File: src/rtl/note_sequencer.sv
// Step-table note sequencer: plays up to 16 {note, beats} steps with a fixed
// silent gap between steps, optionally looping, and drives a tone generator.
module note_sequencer #(
  parameter int BEAT_TICKS = 12_500_000,
  parameter int GAP_TICKS  = 500_000
) (
  input  logic       inclk,
  input  logic       rst,
  input  logic       start,
  input  logic       stop,
  input  logic       loop_en,
  input  logic       wr_en,
  input  logic [3:0] wr_addr,
  input  logic [2:0] wr_note,
  input  logic [2:0] wr_beats,
  output logic [2:0] note_sel,
  output logic       tone_en,
  output logic       busy,
  output logic       done,
  output logic [3:0] step_idx
);

  localparam int MAX_TICKS = (BEAT_TICKS > GAP_TICKS) ? BEAT_TICKS : GAP_TICKS;
  localparam int CNT_W     = (MAX_TICKS > 1) ? $clog2(MAX_TICKS) : 1;
  localparam logic [CNT_W-1:0] BEAT_LAST = CNT_W'(BEAT_TICKS - 1);
  localparam logic [CNT_W-1:0] GAP_LAST  = CNT_W'(GAP_TICKS - 1);

  typedef enum logic [1:0] {S_IDLE, S_PLAY, S_GAP, S_DONE} state_t;

  typedef struct packed {
    logic [2:0] note;
    logic [2:0] beats;
  } step_t;

  step_t            tbl [16];
  state_t           state, state_n;
  logic [2:0]       note_n;
  logic             tone_n, busy_n, done_n;
  logic [3:0]       idx_n;
  logic [2:0]       beats_left, beats_n;
  logic [CNT_W-1:0] tick_cnt, tick_n;

  logic [3:0] next_idx;
  logic [3:0] load_idx;
  logic       load;
  logic       song_end;
  step_t      ld;

  always_ff @(posedge inclk) begin
    if (rst) begin
      for (int i = 0; i < 16; i++) tbl[i] <= '0;
    end else if (wr_en) begin
      tbl[wr_addr] <= {wr_note, wr_beats};
    end
  end

  always_ff @(posedge inclk) begin
    if (rst) begin
      state      <= S_IDLE;
      note_sel   <= '0;
      tone_en    <= 1'b0;
      busy       <= 1'b0;
      done       <= 1'b0;
      step_idx   <= '0;
      beats_left <= '0;
      tick_cnt   <= '0;
    end else begin
      state      <= state_n;
      note_sel   <= note_n;
      tone_en    <= tone_n;
      busy       <= busy_n;
      done       <= done_n;
      step_idx   <= idx_n;
      beats_left <= beats_n;
      tick_cnt   <= tick_n;
    end
  end

  always_comb begin
    state_n  = state;
    note_n   = note_sel;
    tone_n   = tone_en;
    busy_n   = busy;
    done_n   = 1'b0;
    idx_n    = step_idx;
    beats_n  = beats_left;
    tick_n   = tick_cnt;
    next_idx = step_idx + 4'd1;
    load     = 1'b0;
    load_idx = '0;
    song_end = 1'b0;
    ld       = '0;

    if (stop) begin
      state_n = S_IDLE;
      note_n  = '0;
      tone_n  = 1'b0;
      busy_n  = 1'b0;
      idx_n   = '0;
      beats_n = '0;
      tick_n  = '0;
    end else begin
      case (state)
        S_IDLE: begin
          note_n  = '0;
          tone_n  = 1'b0;
          busy_n  = 1'b0;
          idx_n   = '0;
          beats_n = '0;
          tick_n  = '0;
          if (start) begin
            load     = 1'b1;
            load_idx = '0;
          end
        end
        S_PLAY: begin
          // Beats are counted down in whole-beat units so no multiplier is needed.
          if (tick_cnt == BEAT_LAST) begin
            tick_n = '0;
            if (beats_left <= 3'd1) begin
              state_n = S_GAP;
              tone_n  = 1'b0;
              beats_n = '0;
            end else begin
              beats_n = beats_left - 3'd1;
            end
          end else begin
            tick_n = tick_cnt + 1'b1;
          end
        end
        S_GAP: begin
          if (tick_cnt == GAP_LAST) begin
            tick_n = '0;
            if (step_idx == 4'd15 || tbl[next_idx].beats == 3'd0) begin
              song_end = 1'b1;
            end else begin
              load     = 1'b1;
              load_idx = next_idx;
            end
          end else begin
            tick_n = tick_cnt + 1'b1;
          end
        end
        S_DONE: begin
          state_n = S_IDLE;
          note_n  = '0;
          tone_n  = 1'b0;
          busy_n  = 1'b0;
          idx_n   = '0;
          beats_n = '0;
          tick_n  = '0;
        end
        default: state_n = S_IDLE;
      endcase

      if (song_end) begin
        if (loop_en) begin
          load     = 1'b1;
          load_idx = '0;
        end else begin
          state_n = S_DONE;
          tone_n  = 1'b0;
          busy_n  = 1'b0;
          done_n  = 1'b1;
        end
      end

      // Entering a step latches its note and length; a zero-length step 0
      // (including at a loop wrap) ends the song instead of playing.
      if (load) begin
        ld      = tbl[load_idx];
        idx_n   = load_idx;
        note_n  = ld.note;
        beats_n = ld.beats;
        tick_n  = '0;
        if (ld.beats != 3'd0) begin
          state_n = S_PLAY;
          tone_n  = 1'b1;
          busy_n  = 1'b1;
        end else begin
          state_n = S_DONE;
          tone_n  = 1'b0;
          busy_n  = 1'b0;
          done_n  = 1'b1;
        end
      end
    end
  end

endmodule
File: config.mk
export PLATFORM = sky130hd
export DESIGN_NAME = note_sequencer
export DESIGN_NICKNAME = d
export VERILOG_FILES = /design/src/rtl/note_sequencer.sv
export SDC_FILE = /design/constraint.sdc
export NUM_CORES = 1
export LEC_CHECK = 0
export CORE_AREA = 2 2 148 150
export CTS_BUF_LIST = sky130_fd_sc_hd__clkbuf_8
export DETAILED_ROUTE_END_ITERATION = 8
export DIE_AREA = 0 0 150 152
export PLACE_DENSITY = 0.52
export SETUP_SLACK_MARGIN = 0.02
export SLEW_MARGIN = 20
export SYNTH_ARGS = -nofsm -noshare
export SYNTH_HDL_FRONTEND = slang
export SYNTH_SLANG_ARGS = --single-unit
File: constraint.sdc
create_clock -name inclk -period 3.35 [get_ports inclk]
set_input_delay 0.67 -clock inclk [delete_from_list [all_inputs] [get_ports inclk]]
set_output_delay 0.67 -clock inclk [all_outputs]
set_load 0.05 [all_outputs]
# Word-level counts from Yosys, hierarchy flattened

Memory sizes are Yosys's and may differ from the RTL's.
Cells that the tools add are included.

Add/subtract/negate cells: 3
Order comparisons: 1
Equal/unequal tests: 7
Muxes and demuxes: 58
Reductions and logical operators: 11

Operator list:

| kind                                                                             | number |
|---|---|
| 24-bit one-hot mux with 3 select lines                                           | 1 |
| 24-bit 2-to-1 mux                                                                | 2 |
| 4-bit 2-to-1 mux                                                                 | 9 |
| 1-bit 2-to-1 mux                                                                 | 30 |
| 24-bit by 1-bit adder with 24-bit output, second input constant                  | 1 |
| 24-bit by 19-bit equality test with 1-bit output, second input constant          | 1 |
| 24-bit equality test, second input constant                                      | 1 |
| 3-bit 2-to-1 mux                                                                 | 5 |
| 2-bit 2-to-1 mux                                                                 | 6 |
| 6-bit 2-to-1 mux                                                                 | 1 |
| 3-bit one-hot mux with 2 select lines                                            | 1 |
| 3-bit nonzero test                                                               | 2 |
| 6-bit OR reduction                                                               | 1 |
| 4-bit by 1-bit adder with 4-bit output, second input constant                    | 1 |
| 2-bit equality test, second input constant                                       | 2 |
| 4-bit equality test, second input constant                                       | 1 |
| 1-bit one-hot mux with 2 select lines                                            | 2 |
| 2-bit one-hot mux with 2 select lines                                            | 1 |
| 2-bit OR reduction                                                               | 2 |
| 3-bit by 1-bit less-or-equal comparator with 1-bit output, second input constant | 1 |
| 3-bit zero test                                                                  | 1 |
| 3-bit != test, second input constant                                             | 1 |
| 3-bit OR reduction                                                               | 1 |
| 3-bit by 1-bit subtractor with 3-bit output, second input constant               | 1 |
| other kinds (5)                                                                  | 5 |

Register bits after elaboration: 39
RAM bits: 96
Input bits: 16
Output and inout port bits: 10
Logic and storage cells: 89
Memories: 1

Memory list:

| memory | words | bits a word | rd ports | clocked after memory_dff | wr ports | RTL line | text |
|---|---|---|---|---|---|---|---|
| tbl    | 16    | 6           | 2        | 0                        | 16       | 35       | `step_t tbl [16];` |

# Logic depth before layout (Yosys ltp)

An unclocked memory read counts as a cell.

Depth after elaboration: 14
Mapped depth: 13
Depth with buffers taken out: 9

# Worst setup path after synthesis

No wires, ideal clock.

Kind: flip-flop to flip-flop
Start point: register step_idx[1]
End point: register note_sel[1]
Library setup time: 0.128 ns
Arrival: 2.976 ns
Data required time: 3.222 ns
Setup slack: 0.246 ns
Cell stages (with the launch flop): 12
Buffers on the path: 3
Clock period less this slack: 3.104 ns
Path through: dfxtp_1 ha_1 buf_6 buf_2 a211oi_1 nor4b_4 a2111oi_2 buf_4 nand2_1 a211o_1 a22oi_1 o211ai_1

Word-level cells in the longest chain between the ends: 12
Elaborated cells between the ends (all ways): 23
Those cells by class: add/sub: 1; eq/ne: 1; mux: 17; reduce/logical: 3; memory: 1

Ends and longest elaborated chain:

| item                                                 | RTL line | text |
|---|---|---|
| start, declared                                      | 20       | `output logic [3:0] step_idx` |
| start signal, assigned                               | 73       | `step_idx <= idx_n;` |
| 4-bit by 1-bit adder with 4-bit output               | 88       | `next_idx = step_idx + 4'd1;` |
| memory 16 x 6 bit                                    | -        |  |
| 3-bit zero test                                      | 134      | `if (step_idx == 4'd15 \|\| tbl[next_idx].beats == 3'd0) begin` |
| 1-bit logical OR                                     | 134      |  |
| 4-bit 2-to-1 mux or 1-bit 2-to-1 mux (tied branches) | 134      |  |
| 4-bit 2-to-1 mux or 1-bit 2-to-1 mux (tied branches) | 132      | `if (tick_cnt == GAP_LAST) begin` |
| 4-bit 2-to-1 mux or 1-bit 2-to-1 mux (tied branches) | -        |  |
| 4-bit 2-to-1 mux or 1-bit 2-to-1 mux (tied branches) | 157, 94  |  |
| 4-bit 2-to-1 mux                                     | 156      | `if (song_end) begin` |
| 4-bit 2-to-1 mux                                     | 94       | `if (stop) begin` |
| memory 16 x 6 bit                                    | -        |  |
| 3-bit 2-to-1 mux                                     | 170      | `if (load) begin` |
| end signal, assigned                                 | 69       | `note_sel <= note_n;` |
| end, declared                                        | 16       | `output logic [2:0] note_sel,` |

Parallel ways exist; a longest one is shown, timed or not. The select of a mux whose other input is x is not followed.
A chain may end at the register's enable or synchronous reset.

# Worst setup path in the final report

Start point: register step_idx[0]
End point: register tick_cnt[13]

Word-level cells in the longest chain between the ends: 11
Elaborated cells between the ends (all ways): 16
Those cells by class: add/sub: 1; eq/ne: 1; mux: 10; reduce/logical: 3; memory: 1

Ends and longest elaborated chain:

| item                                                                      | RTL line | text |
|---|---|---|
| 4-bit by 1-bit adder with 4-bit output                                    | 88       |  |
| memory 16 x 6 bit                                                         | -        |  |
| 3-bit zero test                                                           | 134      |  |
| 1-bit logical OR *                                                        | 134      |  |
| 1-bit 2-to-1 mux                                                          | 134      |  |
| 1-bit 2-to-1 mux                                                          | 132      |  |
| 1-bit one-hot mux with 2 select lines or 1-bit 2-to-1 mux (tied branches) | 103      | `case (state)` |
| 1-bit 2-to-1 mux, on equally long branches                                | 157, 94  |  |
| 1-bit 2-to-1 mux *                                                        | 156      |  |
| 1-bit 2-to-1 mux *                                                        | 94       |  |
| 3-bit OR reduction (no line) *                                            | -        |  |
| end signal, assigned                                                      | 75       | `tick_cnt <= tick_n;` |
| end, declared                                                             | 41       | `logic [CNT_W-1:0] tick_cnt, tick_n;` |

Every way passes the cells marked *; elsewhere a longest branch is shown, timed or not. The select of a mux whose other input is x is not followed.

==> impl_summary.log <==
INFO  metric die_height = roughly 150 um
INFO  metric post_drt_via_cell_ratio = roughly 5.2
INFO  metric r2r_end = tick_cnt[13]
INFO  metric worst-setup-path-type = reg -> reg
INFO  metric unrepaired_setup_endpoints_after_global_routing = false
INFO  metric synth-edff-count = 96
INFO  metric overflow = 0
INFO  metric syn_nets = ~670
INFO  metric hold_viol = 0
INFO  metric transition_time_at_the_pin_with_the_least_slew_margin = between 0.7 and 0.8 ns
INFO  metric leakage = 2.732 nW
INFO  metric flop_and_latch_count_out_of_synthesis = 135
INFO  metric ir_drop = ~0.2 mV
INFO  metric yosysUniqueCellTypes = 77
INFO  metric drc_errors = 0
INFO  metric power.switching_fraction = between 20% and 30%
INFO  metric drt_first_pass_iters = 5
INFO  metric initial_core_util = approximately a third
INFO  metric fin_crit_sh = about nine tenths
INFO  metric worstSkewPairLatency = between 0.4 and 0.5 ns
INFO  metric run_status = complete, no violations
INFO  metric floorplan.core_area = roughly 0.021 mm^2
INFO  metric setup.worst_path.start_class = flop
INFO  metric cts.path.max_buffers = 2
INFO  metric io_pins = 26
INFO  metric grt_antenna_before_repair = 0
INFO  metric timing.critical_path.to_type = flop
INFO  metric p_sw = 0.8643 mW
INFO  metric synth_seq_area_share = approximately half
INFO  metric die-area = roughly 0.023 mm^2
INFO  metric worst_hold_path_type = reg -> reg
INFO  metric cts.sink_count = between 100 and 150
INFO  metric regToRegSetupSlack = roughly 0.30 ns
INFO  metric gates_resized_cts_repair = 0
INFO  metric grt_pass1_wl = between 20 and 30 mm
INFO  metric timing.slew.headroom = between 50% and 60%
INFO  metric p_per_area = between 400 and 500 mW/mm^2
INFO  metric route.antenna.remaining_nets = 0
INFO  metric drv_cap = 0
INFO  metric std_cell_rows = 54
INFO  metric cts_post_setup_buffers_inserted = 0
INFO  metric syn2layout_area_growth = 14.30%
INFO  metric place.detailed.hpwl = 13.79 mm
INFO  metric worst-path-max-fanout = 39
INFO  metric numCtsBuffers = 17
INFO  metric finalSetupViolCount = 0
INFO  metric fillerInstances = 2132
INFO  metric endpoint = tick_cnt[13]
INFO  metric area_fraction_of_the_dominant_cell_type_after_synthesis = 40.63%
INFO  metric ys_warn_count = 0
INFO  metric maximum_number_of_pins_on_one_net_before_global_route_repair = 40
INFO  metric fin_worst_skew = between 0.01 and 0.015 ns
INFO  metric die_width = 150 um
INFO  metric power.share.sequential = a little over half
INFO  metric final_net_count = just over 700
INFO  metric max_clock_freq = between 300 and 400 MHz
INFO  metric place.gp.congestion = 0.9012
INFO  metric routed-via-count = 5082
INFO  metric drive_above_1_share = about 15%
INFO  metric port_buffers = 25
INFO  metric detail_route.wirelength = approximately 19 mm
INFO  metric cellInternalPower = around 2.6 mW
INFO  metric critical_path.reg2reg.startpoint = step_idx[0]
INFO  metric whs = slightly below 0.5 ns
INFO  metric crit_arrival = ~3.4 ns
INFO  metric reg2regPathDepth = 12
INFO  metric syn-instance-count = 649
INFO  metric required = 3.69 ns
INFO  metric synth_ff_type = edfxtp_1
INFO  metric wl_per_cell = just under 20 um
INFO  metric ys_async_sr_fraction = 0%
INFO  metric cell_taking_the_most_area_after_synthesis = edfxtp_1
INFO  metric timing.critical_path.from = step_idx[0]
INFO  metric clk_root_buffer_cell = clkbuf_8
INFO  metric synth_area_per_cell = around 11 um^2
INFO  metric global_route.usage.total = between 10% and 20%
INFO  metric cts_htree_levels = 4
INFO  metric grt_pass1_vias = between 5000 and 6000
INFO  metric finalWorstPathRequiredPeriod = between 3 and 4 ns
INFO  metric synthesis.area = approximately 0.0071 mm^2
INFO  metric total_power = ~3.5 mW
INFO  metric antenna_cells = 0
INFO  metric combPwrFrac = between 6 and 7%
INFO  metric post_synth_main_area_contributors = edfxtp_1 41%, dfxtp_1 11%, and2_1 8.7%
INFO  metric cts_tree = built
INFO  metric ctsHoldBuffers = 0
INFO  metric power.clock.fraction = 39.0%
INFO  metric drc_marker_count_from_the_first_detailed_route_iteration = 344
INFO  metric path_clk_slew = ~0.090 ns
INFO  metric timing.setup.tns = 0 ns
INFO  metric timing_max_transition_violations_final = 0
stage by stage:
stage / cells / instance area, um^2 / utilization (%) / setup slack (ns)
2_1_floorplan: 649 / 7094 / - / 0.2461
3_3_place_gp: 945 / 7721 / 36.16 / 0.3759
3_5_place_dp: 945 / 7721 / 36.16 / 0.2872
4_1_cts: 977 / 8109 / 37.98 / 0.2877
5_1_grt: 977 / 8109 / 37.98 / 0.02563
6_report: 977 / 8109 / 37.98 / 0.3036
state kept, by name (all words and copies together), names as in the netlist:
register and count:
tone_en 1, step_idx 4, state 2, busy 1, note_sel 3, tbl 96
beats_left 3, tick_cnt 24, done 1
routing by layer:
metal | global-route usage (%) | up-vias | routed length, um
met4 | 4.627 | 0 | 263
met5 | 0 | - | 0
li1 | - | 2432 | -
met1 | 23.59 | 2478 | 8617
met3 | 3.814 | 25 | 971
met2 | 27.57 | 147 | 9043
kinds of logic after synthesis:
group / count (synthesis) / share of synthesized area, %
compound gates: 95 / 9.771
mux: 22 / 4.991
xor+xnor: 26 / 3.633
flops: 135 / 51.64
buf+inv: 42 / 3.175
fa+ha+maj: 8 / 1.411
simple gates: 321 / 25.38
cells in the final DEF (no fill, tap or decap), types with 11 or more instances in the layout:
| cell | instances |
|---|---|
| clkdlybuf4s50_1 | 25 |
| edfxtp_1 | 96 |
| xor2_1 | 12 |
| nor3_1 | 20 |
| o21ai_0 | 16 |
| nor2_1 | 61 |
| dfxtp_1 | 38 |
| nand3_1 | 21 |
| nand2_1 | 35 |
| buf_4 | 21 |
| a21oi_1 | 27 |
| and3_1 | 12 |
| and2_1 | 99 |
| inv_1 | 11 |
| clkbuf_8 | 17 |
| nor4_1 | 13 |
| or2_2 | 18 |
synth_stat cells, drive strengths merged (13+ instances only):
cell type  count
a21oi         28
nand2         35
and2          99
nor3          20
nor4          14
nand3         22
clkbuf        13
or2           18
edfxtp        96
dfxtp         39
o21ai         17
nor2          62
buf           19
xor2          14
how the worst min path moves through the flow:
stage                            from           to  slack [ns]  cells after the start
final                     tick_cnt[0]  tick_cnt[0]        0.48                      1
after global routing      tick_cnt[0]  tick_cnt[0]        0.51                      1
after CTS                 tick_cnt[0]  tick_cnt[0]        0.49                      1
after detailed placement  tick_cnt[0]  tick_cnt[0]        0.47                      1
after global placement    tick_cnt[0]  tick_cnt[0]        0.45                      1
after floorplan           tick_cnt[0]  tick_cnt[0]        0.43                      1
power by group through the flow:
stage	logic, mW	registers (mW)	clock network [mW]
after floorplan	0.124	1.92	0
after global placement	0.214	1.94	0
after detailed placement	0.217	1.94	0
after CTS	0.218	1.90	1.38
after global routing	0.235	1.91	1.45
final	0.216	1.90	1.35
critical path, stage by stage (launching register included):
cell and delay, ns:
dfxtp_2 0.34, ha_1 0.33, buf_12 0.19, nor3b_1 0.17, nor4_1 0.34, o31ai_2 0.14, buf_4 0.17, a2111oi_2 0.49
a221oi_2 0.11, buf_4 0.21, nand3_1 0.09, buf_4 0.26, nor2_1 0.09
area by class of cell:
class | instances | area [um^2] | share of cell area (%)
Sequential cell | 135 | 3665 | 45.19
Multi-Input combinational cell | 472 | 3218 | 39.69
Clock inverter | 15 | 153.9 | 1.898
Timing Repair Buffer | 48 | 447.9 | 5.524
Tap cell | 280 | 350.3 | 4.320
Clock buffer | 17 | 234.0 | 2.885
Inverter | 10 | 40.04 | 0.4938
Note: power is estimated with default switching activity, not from simulation.
